`src/rtl/instruction_fetch.sv`:
```
// instruction_fetch
// Fetches one instruction word per program-counter value from instruction
// memory and buffers each word, tagged with its PC, in a small queue that
// feeds the decode stage. Only one memory request is outstanding at a time,
// and a request is only issued when a queue slot is free, so the queue can
// never overflow.
//
// Ports:
//   clk, reset        clock and asynchronous active-high reset
//   pc_in             current PC value from the program counter
//   pc_control        to the PC: 00 hold, 01 increment (once per accepted request)
//   stall             inhibits new fetch requests
//   mem_req_*         read request to instruction memory (valid/ready, address)
//   mem_rsp_*         read response from instruction memory (valid, data)
//   instr_*           queue head presented to decode (valid/ready, data, PC)
module instruction_fetch #(
    parameter int ADDR_WIDTH  = 24,
    parameter int INSTR_WIDTH = 32,
    parameter int QUEUE_DEPTH = 2
) (
    input  logic                   clk,
    input  logic                   reset,
    input  logic [ADDR_WIDTH-1:0]  pc_in,
    output logic [1:0]             pc_control,
    input  logic                   stall,
    output logic                   mem_req_valid,
    output logic [ADDR_WIDTH-1:0]  mem_req_addr,
    input  logic                   mem_req_ready,
    input  logic                   mem_rsp_valid,
    input  logic [INSTR_WIDTH-1:0] mem_rsp_data,
    output logic                   instr_valid,
    output logic [INSTR_WIDTH-1:0] instr_data,
    output logic [ADDR_WIDTH-1:0]  instr_pc,
    input  logic                   instr_ready
);

    localparam int PTR_W = (QUEUE_DEPTH > 1) ? $clog2(QUEUE_DEPTH) : 1;
    localparam int CNT_W = $clog2(QUEUE_DEPTH + 1);
    localparam logic [CNT_W-1:0] DEPTH_C = CNT_W'(QUEUE_DEPTH);

    typedef enum logic [1:0] {
        IDLE = 2'd0,
        REQ  = 2'd1,
        WAIT = 2'd2
    } state_t;

    state_t                 state;
    logic [ADDR_WIDTH-1:0]  captured_pc;
    logic [INSTR_WIDTH-1:0] data_q [QUEUE_DEPTH];
    logic [ADDR_WIDTH-1:0]  pc_q   [QUEUE_DEPTH];
    logic [PTR_W-1:0]       rd_ptr;
    logic [PTR_W-1:0]       wr_ptr;
    logic [CNT_W-1:0]       count;

    logic                   accept;
    logic                   push;
    logic                   pop;
    logic [CNT_W-1:0]       count_after_wait;

    assign accept = (state == REQ) && mem_req_ready;
    assign push   = (state == WAIT) && mem_rsp_valid;
    assign pop    = (count != '0) && instr_ready;

    // Occupancy once the response being accepted this cycle has landed;
    // a head popped in the same cycle frees its slot for the next request.
    assign count_after_wait = count + CNT_W'(1) - CNT_W'(pop);

    // The request is driven straight from the PC so the incremented address
    // appears in the cycle right after acceptance.
    assign mem_req_valid = (state == REQ);
    assign mem_req_addr  = (state == REQ) ? pc_in : '0;
    assign pc_control    = {1'b0, accept};

    assign instr_valid = (count != '0);
    assign instr_data  = data_q[rd_ptr];
    assign instr_pc    = pc_q[rd_ptr];

    // Fetch sequencer: IDLE waits for a free slot, REQ holds the request
    // until memory accepts it (stall never withdraws it), WAIT waits for the
    // single outstanding response and decides whether to fetch again.
    always_ff @(posedge clk or posedge reset) begin
        if (reset) begin
            state       <= IDLE;
            captured_pc <= '0;
        end else begin
            unique case (state)
                IDLE: begin
                    if (!stall && (count < DEPTH_C)) begin
                        state <= REQ;
                    end
                end
                REQ: begin
                    if (mem_req_ready) begin
                        captured_pc <= pc_in;
                        state       <= WAIT;
                    end
                end
                WAIT: begin
                    if (mem_rsp_valid) begin
                        state <= (!stall && (count_after_wait < DEPTH_C)) ? REQ : IDLE;
                    end
                end
                default: state <= IDLE;
            endcase
        end
    end

    // Circular instruction queue. Responses arriving outside WAIT never
    // reach push, so stale or spurious data is simply dropped.
    always_ff @(posedge clk or posedge reset) begin
        if (reset) begin
            rd_ptr <= '0;
            wr_ptr <= '0;
            count  <= '0;
            for (int i = 0; i < QUEUE_DEPTH; i++) begin
                data_q[i] <= '0;
                pc_q[i]   <= '0;
            end
        end else begin
            if (push) begin
                data_q[wr_ptr] <= mem_rsp_data;
                pc_q[wr_ptr]   <= captured_pc;
                wr_ptr         <= wr_ptr + PTR_W'(1);
            end
            if (pop) begin
                rd_ptr <= rd_ptr + PTR_W'(1);
            end
            if (push && !pop) begin
                count <= count + CNT_W'(1);
            end else if (!push && pop) begin
                count <= count - CNT_W'(1);
            end
        end
    end

endmodule
```
`config.mk`:
```
export PLATFORM = sky130hd
export DESIGN_NAME = instruction_fetch
export DESIGN_NICKNAME = d
export VERILOG_FILES = /design/src/rtl/instruction_fetch.sv
export SDC_FILE = /design/constraint.sdc
export NUM_CORES = 1
export LEC_CHECK = 0
export ABC_AREA = 1
export BUFFER_PORTS_ARGS = -buffer_cell sky130_fd_sc_hd__buf_2
export CORE_UTILIZATION = 45
export CTS_CLUSTER_DIAMETER = 50
export DETAILED_ROUTE_END_ITERATION = 8
export GPL_TIMING_DRIVEN = 0
export PLACE_DENSITY = 0.77
export SLEW_MARGIN = 20
export SYNTH_ARGS = -nofsm -noshare
export SYNTH_HDL_FRONTEND = slang
export SYNTH_SLANG_ARGS = --single-unit
```
`constraint.sdc`:
```
create_clock -name clk -period 4.79 [get_ports clk]
set_input_delay 0.479 -clock clk [delete_from_list [all_inputs] [get_ports clk]]
set_output_delay 0.479 -clock clk [all_outputs]
set_load 0.02 [all_outputs]
```
==> impl_metrics.env <==
export IMPL_run_status="finished, final reports clean"
export IMPL_regToRegSetupSlack_ns=2.94
export IMPL_maxCapViolCount=0
export IMPL_synthArstFlopShare_pct=100
export IMPL_drv_slew=0
export IMPL_io_pins=146
export IMPL_timing_critical_path_buf_inv=4
export IMPL_synthFlopType="dfrtp_1"
export IMPL_crit_path_top_delay_cell="buf_1"
export IMPL_relSlewSlack_pct=63.0
export IMPL_num_fill_cells=1296
export IMPL_syn_to_final_growth_pct=23.7
export IMPL_fp_dieH_um=121
export IMPL_post_route_period_util_pct=55.9
export IMPL_grt_pass1_wl_mm=24.6
export IMPL_initial_utilization_pct=46.0
export IMPL_worstSkewPairLatency_ns=0.42
export IMPL_ir_worst_vdd_uv=337
export IMPL_die_area_sq_um=14600
export IMPL_leakage_nw=4.45
export IMPL_synth_edf_count=0
export IMPL_drtIter0Drc=397
export IMPL_core_area_sq_um=13800
export IMPL_path_delay_family="buffers and inverters"
export IMPL_antenna_found_initial=0
export IMPL_vias=5378
export IMPL_synth_top_cell_by_area="dfrtp_1"
export IMPL_crit_chain="inv_1 -> clkbuf_1 -> buf_1 -> nand2_1 -> nand2_1 -> buf_2"
export IMPL_rsz0062_at_grt="false"
export IMPL_ys_top_cells_by_area="dfrtp_1, nand2_1, o21ai_0"
export IMPL_r2r_cells=8
export IMPL_crit_path_max_incr_delay_ns=0.47
export IMPL_synth_fp_nets=843
export IMPL_rows=43
export IMPL_setup_violations_final=0
export IMPL_hold_buffers=0
export IMPL_cts_resized=0
export IMPL_grt_pass1_vias=5081
export IMPL_gp_congestion=0.784
export IMPL_required_ns=4.31
export IMPL_seq_area_frac_synth_pct=55.9
export IMPL_cpMostUsedCell="nand2_1"
export IMPL_period_needed_ns=2.68
export IMPL_power_density_nw_per_um2=702
export IMPL_crit_arrival_ns=2.20
export IMPL_yosysUniqueCellTypes=24
export IMPL_nets=1007
export IMPL_remaining_drc_errors=0
export IMPL_synth_top_area_share_pct=55.9
export IMPL_mostFrequentLayoutCells="nand2_1, buf_2, dfrtp_1, inv_1, o21ai_0"
export IMPL_cts_root_buf="clkbuf_16"
export IMPL_rr_endpoint="pc_q[7]"
export IMPL_seqCellArea_sq_um=3550
export IMPL_cts_setup_buffers=0
export IMPL_grt_max_degree=75
export IMPL_synthCells=779
export IMPL_drive_gt1_share_pct=24.2
export IMPL_overflow=0
export IMPL_cts_buffer_depth=2
export IMPL_drtAntennaViolNets=0
export IMPL_yosysWarnings=0
export IMPL_setup_tns_ns=0
export IMPL_syn_avg_cell_area_sq_um=8.16
export IMPL_drt_wl_total_mm=15.1
export IMPL_cp_num_cells=6
export IMPL_tritoncts="yes"
export IMPL_syn_area_sq_um=6360
export IMPL_die_x_um=121
export IMPL_drtPass1Iterations=5
export IMPL_place_port_buffers=144
export IMPL_hold_class="input pin to async pin"
export IMPL_grt_usage_pct=22.0
export IMPL_worst_setup_path_end_kind="output port"
export IMPL_instances_no_fill=1135
export IMPL_skew_ns=0.00497
export IMPL_worstSetupStartpointType="flip-flop"
export IMPL_fmax_mhz=374
export IMPL_place_inst=1104
export IMPL_synth_seq_cells=142
export IMPL_worst_slew_pin_slew_ns=0.554
export IMPL_vias_per_cell=4.74
export IMPL_routedWlPerCell_um=13.3
export IMPL_clock_sinks=142
export IMPL_final_common_cell="nand2_1"
export IMPL_htree_levels=4
export IMPL_hold_violations=0
export IMPL_numCtsBuffers=17
export IMPL_dpl_hpwl_mm=10.4
export IMPL_worstReg2RegStart="state[1]"
export IMPL_path_max_fanout=10
export IMPL_path_class="flip-flop to output port"
export IMPL_diodes=0
export IMPL_multiInputGateArea_sq_um=2200
export IMPL_cts_clk_slew_worst_paths_ns=0.05
cells by family after synthesis:
group                      synth area share (%)
AOI/OAI and AO/OA                          12.0
xor gates and xnor gates                  0.413
adders and majority gates                 0.393
buffers and inverters                      9.58
DFF                                        55.9
other                                    0.0590
and+or+nand+nor                            21.6
through the flow:
step / setup WS (ns) / instance area (sq um) / hold WS, ns / util, % / power (W)
final: 2.11 / 7870 / 0.103 / 56.9 / 0.00552
after global placement: -1.00 / 7310 / 0.464 / 52.8 / 0.00428
after detailed placement: 2.53 / 7340 / 0.470 / 53.1 / 0.00436
after floorplan: 0.501 / 6360 / 0.453 / - / 0.00359
after CTS: 2.09 / 7870 / 0.116 / 56.9 / 0.00557
after global routing: 1.94 / 7870 / 0.133 / 56.9 / 0.00594
area by class of cell:
class | count | share of cell area [%]
Sequential cell | 142 | 45.2
Clock inverter | 9 | 0.891
Clock buffer | 22 | 5.77
Inverter | 95 | 4.63
Buffer | 46 | 3.21
Tap cell | 180 | 2.86
Timing Repair Buffer | 145 | 9.51
Multi-Input combinational cell | 496 | 27.9
worst max path at each step:
| stage | from | to | slack, ns |
|---|---|---|---|
| final | rd_ptr | instr_data[15] | 2.11 |
| after global routing | rd_ptr | instr_pc[20] | 1.94 |
| after CTS | rd_ptr | instr_pc[22] | 2.09 |
| after detailed placement | rd_ptr | instr_pc[22] | 2.53 |
| after global placement | reset | data_q[57] | -1.0 |
| after floorplan | reset | captured_pc[0] | 0.50 |
registers in the layout, indices dropped and copies added, names as in the netlist:
name and cells:
data_q 64, rd_ptr 1, wr_ptr 1, pc_q 48, state 2, captured_pc 24
count 2
cells in the mapped netlist (2+ instances only):
library cell,instances
nand2_1,299
dfrtp_1,142
inv_1,94
o21ai_0,87
o21ai_1,30
nor2_1,29
clkbuf_1,20
o21ai_2,20
nand2_2,16
buf_2,9
buf_6,8
buf_1,6
nand3_1,5
buf_4,2
ha_1,2
xor2_1,2
power breakdown:
part	switching, W	total, W	leakage (nW)	internal [W]
logic	0.00153	0.00231	2.37	0.000777
clock network	0.000470	0.00119	0.267	0.000715
registers	0.000305	0.00203	1.81	0.00173
total	0.00231	0.00552	4.45	0.00322
worst reg2reg max path, stage by stage, from the launching register on:
cell,delay [ns]
dfrtp_1,0.42
inv_2,0.08
nor2_2,0.03
nand2_1,0.10
inv_1,0.07
nand2_1,0.20
buf_2,0.28
clkbuf_1,0.37
o21ai_0,0.16
layer usage:
metal	GRT usage [%]	wire (um)
met1	28.5	6790
met2	36.2	7300
met3	4.89	835
met4	7.64	187
met5	0	0
Power figures use the tool's default switching activity.
